`config.mk`:
```
export PLATFORM = sky130hd
export DESIGN_NAME = score_digit_sequencer
export DESIGN_NICKNAME = d
export VERILOG_FILES = /design/src/rtl/score_digit_sequencer.sv
export SDC_FILE = /design/constraint.sdc
export NUM_CORES = 1
export LEC_CHECK = 0
export CAP_MARGIN = 10
export CORE_MARGIN = 10
export CORE_UTILIZATION = 57
export DETAILED_ROUTE_END_ITERATION = 10
export GPL_TIMING_DRIVEN = 0
export PLACE_DENSITY = 0.79
export SLEW_MARGIN = 30
export SYNTH_ARGS = -nofsm -noshare
export SYNTH_HDL_FRONTEND = slang
export SYNTH_SLANG_ARGS = --single-unit
```
`constraint.sdc`:
```
create_clock -name clk_i -period 4.1 [get_ports clk_i]
set_clock_uncertainty 0.05 [all_clocks]
set_input_delay 0.615 -clock clk_i [delete_from_list [all_inputs] [get_ports clk_i]]
set_output_delay 0.615 -clock clk_i [all_outputs]
set_load 0.05 [all_outputs]
```
`src/rtl/score_digit_sequencer.sv`:
```
// Pong score keeper: counts point strobes, detects game over and time-multiplexes
// "P1 : P2" (or the winner code) onto a 4-bit digit bus for the dot-matrix controller.
module score_digit_sequencer #(
    parameter int unsigned DWELL_CYCLES = 25_000_000,
    parameter int unsigned CNT_W        = 25,
    parameter int unsigned WIN_SCORE    = 9
) (
    input  logic       clk_i,
    input  logic       rst_i,
    input  logic       p1_point_i,
    input  logic       p2_point_i,
    input  logic       clear_i,
    output logic [3:0] digit_o,
    output logic [1:0] slot_o,
    output logic [3:0] p1_score_o,
    output logic [3:0] p2_score_o,
    output logic       game_over_o,
    output logic [1:0] winner_o
);

    // State encoding doubles as the slot number driven on slot_o.
    localparam logic [1:0] S_P1   = 2'd0;
    localparam logic [1:0] S_SEP  = 2'd1;
    localparam logic [1:0] S_P2   = 2'd2;
    localparam logic [1:0] S_SEP2 = 2'd3;

    localparam logic [CNT_W-1:0] CntLast = CNT_W'(DWELL_CYCLES - 1);
    localparam logic [3:0]       WinCode = 4'(WIN_SCORE);
    localparam logic [3:0]       SepCode = 4'hA;

    logic [1:0]       state_q, state_d;
    logic [CNT_W-1:0] cnt_q, cnt_d;
    logic             p1_prev_q, p2_prev_q;
    logic [3:0]       p1_score_q, p1_score_d;
    logic [3:0]       p2_score_q, p2_score_d;
    logic             game_over_q, game_over_d;
    logic [1:0]       winner_q, winner_d;
    logic [3:0]       digit_q, digit_d;

    logic       p1_rise, p2_rise;
    logic [3:0] p1_next, p2_next;
    logic       p1_hit, p2_hit;
    logic [3:0] win_digit;

    assign p1_rise = p1_point_i & ~p1_prev_q;
    assign p2_rise = p2_point_i & ~p2_prev_q;
    assign p1_next = p1_score_q + {3'b000, p1_rise};
    assign p2_next = p2_score_q + {3'b000, p2_rise};
    assign p1_hit  = (p1_next == WinCode);
    assign p2_hit  = (p2_next == WinCode);

    // Scores and game-over; clear beats any point, and a finished game freezes scores.
    always_comb begin
        p1_score_d  = p1_score_q;
        p2_score_d  = p2_score_q;
        game_over_d = game_over_q;
        winner_d    = winner_q;
        if (clear_i) begin
            p1_score_d  = 4'd0;
            p2_score_d  = 4'd0;
            game_over_d = 1'b0;
            winner_d    = 2'd0;
        end else if (!game_over_q) begin
            p1_score_d  = p1_next;
            p2_score_d  = p2_next;
            game_over_d = p1_hit | p2_hit;
            winner_d    = {p2_hit, p1_hit};
        end
    end

    // Dwell counter and display slot sequencing.
    always_comb begin
        cnt_d   = cnt_q;
        state_d = state_q;
        if (clear_i) begin
            cnt_d   = '0;
            state_d = S_P1;
        end else if (cnt_q == CntLast) begin
            cnt_d = '0;
            case (state_q)
                S_P1:    state_d = S_SEP;
                S_SEP:   state_d = S_P2;
                S_P2:    state_d = S_SEP2;
                default: state_d = S_P1;
            endcase
        end else begin
            cnt_d = cnt_q + CNT_W'(1);
        end
    end

    // A tie has no single winner to show, so it renders as 0.
    assign win_digit = (winner_d == 2'd3) ? 4'd0 : {2'b00, winner_d};

    always_comb begin
        digit_d = SepCode;
        case (state_d)
            S_P1:    digit_d = game_over_d ? win_digit : p1_score_d;
            S_P2:    digit_d = game_over_d ? win_digit : p2_score_d;
            default: digit_d = SepCode;
        endcase
    end

    always_ff @(posedge clk_i or posedge rst_i) begin
        if (rst_i) begin
            state_q     <= S_P1;
            cnt_q       <= '0;
            p1_prev_q   <= 1'b0;
            p2_prev_q   <= 1'b0;
            p1_score_q  <= 4'd0;
            p2_score_q  <= 4'd0;
            game_over_q <= 1'b0;
            winner_q    <= 2'd0;
            digit_q     <= 4'd0;
        end else begin
            state_q     <= state_d;
            cnt_q       <= cnt_d;
            p1_prev_q   <= p1_point_i;
            p2_prev_q   <= p2_point_i;
            p1_score_q  <= p1_score_d;
            p2_score_q  <= p2_score_d;
            game_over_q <= game_over_d;
            winner_q    <= winner_d;
            digit_q     <= digit_d;
        end
    end

    assign digit_o     = digit_q;
    assign slot_o      = state_q;
    assign p1_score_o  = p1_score_q;
    assign p2_score_o  = p2_score_q;
    assign game_over_o = game_over_q;
    assign winner_o    = winner_q;

endmodule

```
==> results of run 1 <==
cells in the mapped netlist, drive strengths merged, types with 2 or more instances:
| cell | number | share of area |
|---|---|---|
| o211ai | 3 | 0.0093 |
| o22ai | 2 | 0.0052 |
| nor3b | 4 | 0.014 |
| nor3 | 3 | 0.0083 |
| and2 | 6 | 0.016 |
| a21oi | 4 | 0.0083 |
| nand3 | 19 | 0.039 |
| nor4 | 4 | 0.010 |
| xor2 | 18 | 0.065 |
| nor4b | 4 | 0.022 |
| o221ai | 3 | 0.011 |
| nor2b | 6 | 0.016 |
| buf | 4 | 0.010 |
| nand4b | 2 | 0.0072 |
| xnor2 | 11 | 0.040 |
| nand4 | 10 | 0.028 |
| mux2i | 7 | 0.029 |
| and3 | 6 | 0.018 |
| o21ai | 4 | 0.0083 |
| and4 | 4 | 0.014 |
| dfrtp | 44 | 0.46 |
| nor2 | 37 | 0.057 |
| inv | 7 | 0.011 |
| nand2 | 12 | 0.020 |
| ha | 7 | 0.036 |
| a211oi | 2 | 0.0083 |
critical path, cell delays in order:
cell and delay, ns:
clkdlybuf4s50_1 0.46, nor2b_1 0.16, ha_1 0.21, ha_1 0.27
nor3b_1 0.41, a221o_1 0.26, o221ai_1 0.12, o221ai_1 0.22
metal layers:
layer  part of all wire  track usage
met5                  0            0
met4             0.0072       0.0284
met3              0.063       0.0411
met2               0.45        0.217
met1               0.48        0.196
flip-flops by register name, summed over array words and instances, names as in the netlist, 2 cells and up:
name,cells
cnt_q,25
digit_o,4
p1_score_o,4
p2_score_o,4
slot_o,2
winner_o,2
report_power, final:
group,internal [mW],leakage [nW],switching (mW),total [mW]
sequential,0.440,0.605,0.00650,0.447
clock,0.181,0.0552,0.146,0.327
combinational,0.0245,0.575,0.0432,0.0678
cell type report:
type / count / area [sq um] / share of cell area
clock buffers: 6 / 72.6 / 0.0257
inverters: 8 / 31.3 / 0.0111
flip-flops and latches: 44 / 1100 / 0.390
plain buffers: 5 / 28.8 / 0.0102
multi-input cells: 185 / 1260 / 0.445
well taps: 50 / 62.6 / 0.0221
clock inverters: 2 / 35.0 / 0.0124
repair buffers: 22 / 238 / 0.0841
worst paths after layout:
kind	startpoint	endpoint	slack (ns)	cells after the start
worst max register to register	p2_prev_q	digit_o[1]	1.96	7
max in group asynchronous	rst_i	winner_o[0]	2.92	3
min in group asynchronous	rst_i	cnt_q[0]	0.61	2
worst min-delay path	cnt_q[22]	cnt_q[22]	0.50	2
worst max-delay path	p2_point_i	digit_o[1]	1.52	8
worst min register to register	cnt_q[22]	cnt_q[22]	0.50	2
metrics by stage:
step / power, mW / setup slack [ns] / utilization
global route: 0.872 / 1.28 / 0.697
detailed placement: 0.524 / 1.24 / 0.670
finish: 0.842 / 1.52 / 0.697
global placement: 0.520 / 1.22 / 0.663
floorplan: 0.498 / 1.88 / -
CTS: 0.849 / 1.53 / 0.697
cell families after synthesis:
kind of cell	synth area share
AOI/OAI and AO/OA	0.0673
xor gates and xnor gates	0.105
adders and majority gates	0.0362
buffers and inverters	0.0248
DFF	0.455
muxes	0.0290
and+or+nand+nor	0.282
==> results.py, run 1 <==
metrics = {
    "clock_tree": {
        "tritoncts": "built",
        "clock-sinks": 44,
        "cts_resized": 0,
        "postCtsSetupRepairBufs": 0,
        "numCtsBuffers": 5,
        "clkSlewWorstSetupHoldPaths_ns": 0.08,
        "h-tree-depth": 2,
        "cts_buffer_depth": 2,
        "ctsHoldBuffers": 0,
        "clock_latency_ns": 0.30,
        "clock-root-buffer": "clkbuf_8",
    },
    "sta": {
        "drv_slew": 0,
        "max_slew_margin": 0.652,
        "tightest_slew_ns": 0.520,
        "min_period_over_period": 0.629,
        "hold_ws_ns": 0.499,
        "post-route-min-period_ns": 2.58,
        "fin_tns_setup_ns": 0,
        "setup_viol": 0,
        "max_freq_mhz": 388,
        "hold_violations": 0,
        "rsz0062_at_grt": "no",
    },
    "critical_path": {
        "startpoint_type": "primary input",
        "required_ns": 4.25,
        "critical_path_class": "in -> reg",
        "crit_path_max_fanout": 3,
        "cp-end-kind": "flop",
        "worstPathArrival_ns": 2.73,
    },
    "global_routing": {
        "grt_use_total": 0.143,
        "overflow": 0,
        "antenna_found_initial": 0,
        "grt_pass1_wl_um": 8650,
        "grt_pass1_vias": 1772,
        "grt_max_degree": 25,
    },
    "final_layout": {
        "antennaDiodeCount": 0,
        "final_common_cell": "dfrtp_1",
        "drive_gt1_frac": 0.0919,
        "layoutNonFillerInstCount": 322,
        "syn_to_final_growth_pct": 16.9,
        "stdcell_area_sq_um": 2830,
        "layout_common_cells": "44 x dfrtp_1, 37 x nor2_1, 21 x clkdlybuf4s50_1",
        "nFillCells": 328,
        "nNetsFinal": 283,
    },
    "placement": {
        "gp_routability_congestion": 0.871,
        "dp_cells": 314,
        "io_buffers": 21,
        "place_area_sq_um": 2720,
        "dp_hpwl_um": 3790,
    },
    "worst_hold_path": {
        "worstHoldPathType": "reg -> reg",
    },
    "routing": {
        "drcViolationCount": 0,
        "drtPass1Iterations": 5,
        "via_count": 1861,
        "vias_per_cell": 5.78,
        "drtIter0Drc": 125,
        "antenna_left": 0,
        "wl_per_cell_um": 15.6,
        "routed_wl_um": 5030,
    },
    "yosys": {
        "synth-async-reset-ratio": 1.00,
        "postSynthAreaPerCell_sq_um": 9.99,
        "synth_edf_count": 0,
        "synthFlopType": "dfrtp_1",
        "synth_nets": 254,
        "synth-seq-area-share": 0.455,
        "ys_warn_count": 0,
        "synth_cells": 242,
        "synth_seq_cells": 44,
        "synth_area_sq_um": 2420,
        "synth.distinct_cells": 44,
    },
    "floorplanning": {
        "die-area_sq_um": 7250,
        "die_w_um": 85.1,
        "start_util": 0.596,
        "num_rows": 23,
        "coreArea_sq_um": 4060,
        "die_y_um": 85.1,
        "ios": 22,
    },
    "power_and_ir_drop": {
        "peakVddDrop_mv": 0.273,
        "leakagePower_nw": 1.23,
        "p_per_area_nw_per_um2": 298,
    },
    "status": {
        "outcome": "completed",
    },
    "flow_run": {
        "drv_cap": 0,
    },
}
(Power assumes the default switching activity.)
==> run 2: changes to the inputs <==
--- a/config.mk
+++ b/config.mk
@@ -7,10 +7,10 @@
 export LEC_CHECK = 0
 export CAP_MARGIN = 10
 export CORE_MARGIN = 10
-export CORE_UTILIZATION = 57
+export CORE_UTILIZATION = 52
 export DETAILED_ROUTE_END_ITERATION = 10
 export GPL_TIMING_DRIVEN = 0
-export PLACE_DENSITY = 0.79
+export PLACE_DENSITY = 0.76
 export SLEW_MARGIN = 30
 export SYNTH_ARGS = -nofsm -noshare
 export SYNTH_HDL_FRONTEND = slang
==> constraint.sdc (replaced) <==
create_clock -name clk_i -period 2.31 [get_ports clk_i]
set_clock_uncertainty 0.05 [all_clocks]
set_input_delay 0.3465 -clock clk_i [delete_from_list [all_inputs] [get_ports clk_i]]
set_output_delay 0.3465 -clock clk_i [all_outputs]
set_load 0.05 [all_outputs]
==> run 2 against run 1 <==
Effect of this change:
- utilization shrank 5.4 points
- count of clock-buffer cells in the layout stayed put
- register-to-register slack got worse by 1.7 ns
- largest cell class unchanged
- cell count grew 0.93%
- first-iteration DRC count decreased by 34%
- critical path depth is 1 higher
- cell area increased by 1.1%
- hold slack worse by 0.19 ns
==> results.py, run 2 (synthesis results as in run 1) <==
metrics = {
    "placement": {
        "place_area_sq_um": 2710,
        "gp_routability_congestion": 0.918,
        "dp_slack_ns": -0.288,
        "io_buffers": 21,
        "dp_hpwl_um": 3850,
    },
    "routing": {
        "drcViolationCount": 0,
        "vias_per_cell": 5.76,
        "wl_per_cell_um": 15.6,
        "drtIter0Drc": 82,
        "routed_wl_um": 5080,
        "drtPass1Iterations": 4,
        "via_count": 1871,
        "antenna_left": 0,
    },
    "final_layout": {
        "nFillCells": 362,
        "final_common_cell": "dfrtp_1",
        "layout_common_cells": "44 x dfrtp_1, 37 x nor2_1, 21 x clkdlybuf4s50_1",
        "nNetsFinal": 284,
        "largest_reg_flops": 25,
        "syn_to_final_growth_pct": 18.1,
        "top_register": "cnt_q",
        "stdcell_area_sq_um": 2860,
        "drive_gt1_frac": 0.125,
        "antennaDiodeCount": 0,
    },
    "clock_tree": {
        "numCtsBuffers": 5,
        "tritoncts": "built",
        "clock-root-buffer": "clkbuf_8",
        "ctsHoldBuffers": 0,
        "clock_latency_ns": 0.30,
        "clkSlewWorstSetupHoldPaths_ns": 0.08,
        "clock-sinks": 44,
        "h-tree-depth": 2,
        "cts_buffer_depth": 2,
    },
    "floorplanning": {
        "ios": 22,
        "start_util": 0.544,
        "die_w_um": 88.2,
        "num_rows": 24,
        "coreArea_sq_um": 4440,
        "die-area_sq_um": 7780,
        "die_y_um": 88.2,
    },
    "sta": {
        "post-route-min-period_ns": 2.20,
        "drv_slew": 0,
        "setup_viol": 0,
        "tightest_slew_ns": 0.512,
        "setup_ws_ns": 0.111,
        "max_freq_mhz": 455,
        "min_period_over_period": 0.952,
        "max_slew_margin": 0.658,
        "hold_violations": 0,
        "fin_tns_setup_ns": 0,
    },
    "power_and_ir_drop": {
        "leakagePower_nw": 1.23,
        "p_total_mw": 1.41,
        "peakVddDrop_mv": 0.338,
        "p_per_area_nw_per_um2": 494,
    },
    "global_routing": {
        "antenna_found_initial": 0,
        "grt_use_total": 0.143,
        "grt_pass1_wl_um": 8860,
        "grt_pass1_vias": 1890,
        "grt_max_degree": 27,
        "overflow": 0,
    },
    "worst_hold_path": {
        "worstHoldPathType": "in -> async",
    },
    "critical_path": {
        "critical_path_class": "in -> reg",
        "startpoint_type": "primary input",
        "cp-end-kind": "flop",
        "required_ns": 2.43,
        "crit_path_max_fanout": 4,
        "worstPathArrival_ns": 2.32,
    },
    "status": {
        "outcome": "completed",
    },
    "flow_run": {
        "drv_cap": 0,
    },
}
-- run 2: changes by cell type in the layout (fill, tap and decap cells not counted), sizes merged --
cell    previous run  this run
bufinv             1         0
buf                5         6
clkinv             2         3
-- run 2: layer usage --
layer | routed length (um) | global-route usage
met1 | 2310 | 0.171
met2 | 2440 | 0.236
met3 | 276 | 0.0446
met4 | 48 | 0.0529
met5 | 0 | 0
-- run 2: area by class of cell --
| cell class | count | area, sq um | share of cell area |
|---|---|---|---|
| plain buffers | 5 | 28.8 | 0.0101 |
| clock buffers | 6 | 82.6 | 0.0289 |
| clock inverters | 2 | 10.0 | 0.00350 |
| inverters | 8 | 31.3 | 0.0110 |
| multi-input cells | 185 | 1300 | 0.455 |
| flip-flops and latches | 44 | 1100 | 0.385 |
| well taps | 52 | 65.1 | 0.0228 |
| repair buffers | 23 | 238 | 0.0832 |
-- run 2: power breakdown --
part / internal [mW] / switching [mW] / total (mW)
combinational: 0.0472 / 0.0798 / 0.127
clock: 0.239 / 0.252 / 0.491
sequential: 0.782 / 0.0115 / 0.793
-- run 2: worst max-delay path: stages --
cell and delay [ns]:
clkdlybuf4s50_1 0.47, nor2b_1 0.13, ha_1 0.21, ha_2 0.22
xor2_2 0.19, nor3b_4 0.08, a221o_1 0.33, o221ai_2 0.20
o221ai_2 0.13
-- run 2: path summary, 6_finish.rpt --
kind | from | end | slack (ns) | depth (start not counted)
max | p1_point_i | digit_o[1] | 0.11 | 9
min | rst_i | cnt_q[21] | 0.31 | 2
max reg2reg | p1_prev_q | digit_o[1] | 0.29 | 8
min reg2reg | cnt_q[0] | cnt_q[0] | 0.49 | 1
max in group asynchronous | rst_i | slot_o[0] | 1.41 | 3
min in group clk_i | p2_point_i | p2_prev_q | 0.45 | 1
-- run 2: repair_timing --
action                                  4_1_cts  5_1_grt
resized for setup                             0        9
endpoints found under the setup margin        0        5
setup buffers                                 0        1
-- run 2: metrics by stage --
stage	util	cells	hold slack [ns]
floorplan	-	242	0.328
global placement	0.606	315	0.464
detailed placement	0.611	316	0.488
CTS	0.631	324	0.314
global route	0.643	325	0.354
finish	0.643	325	0.314
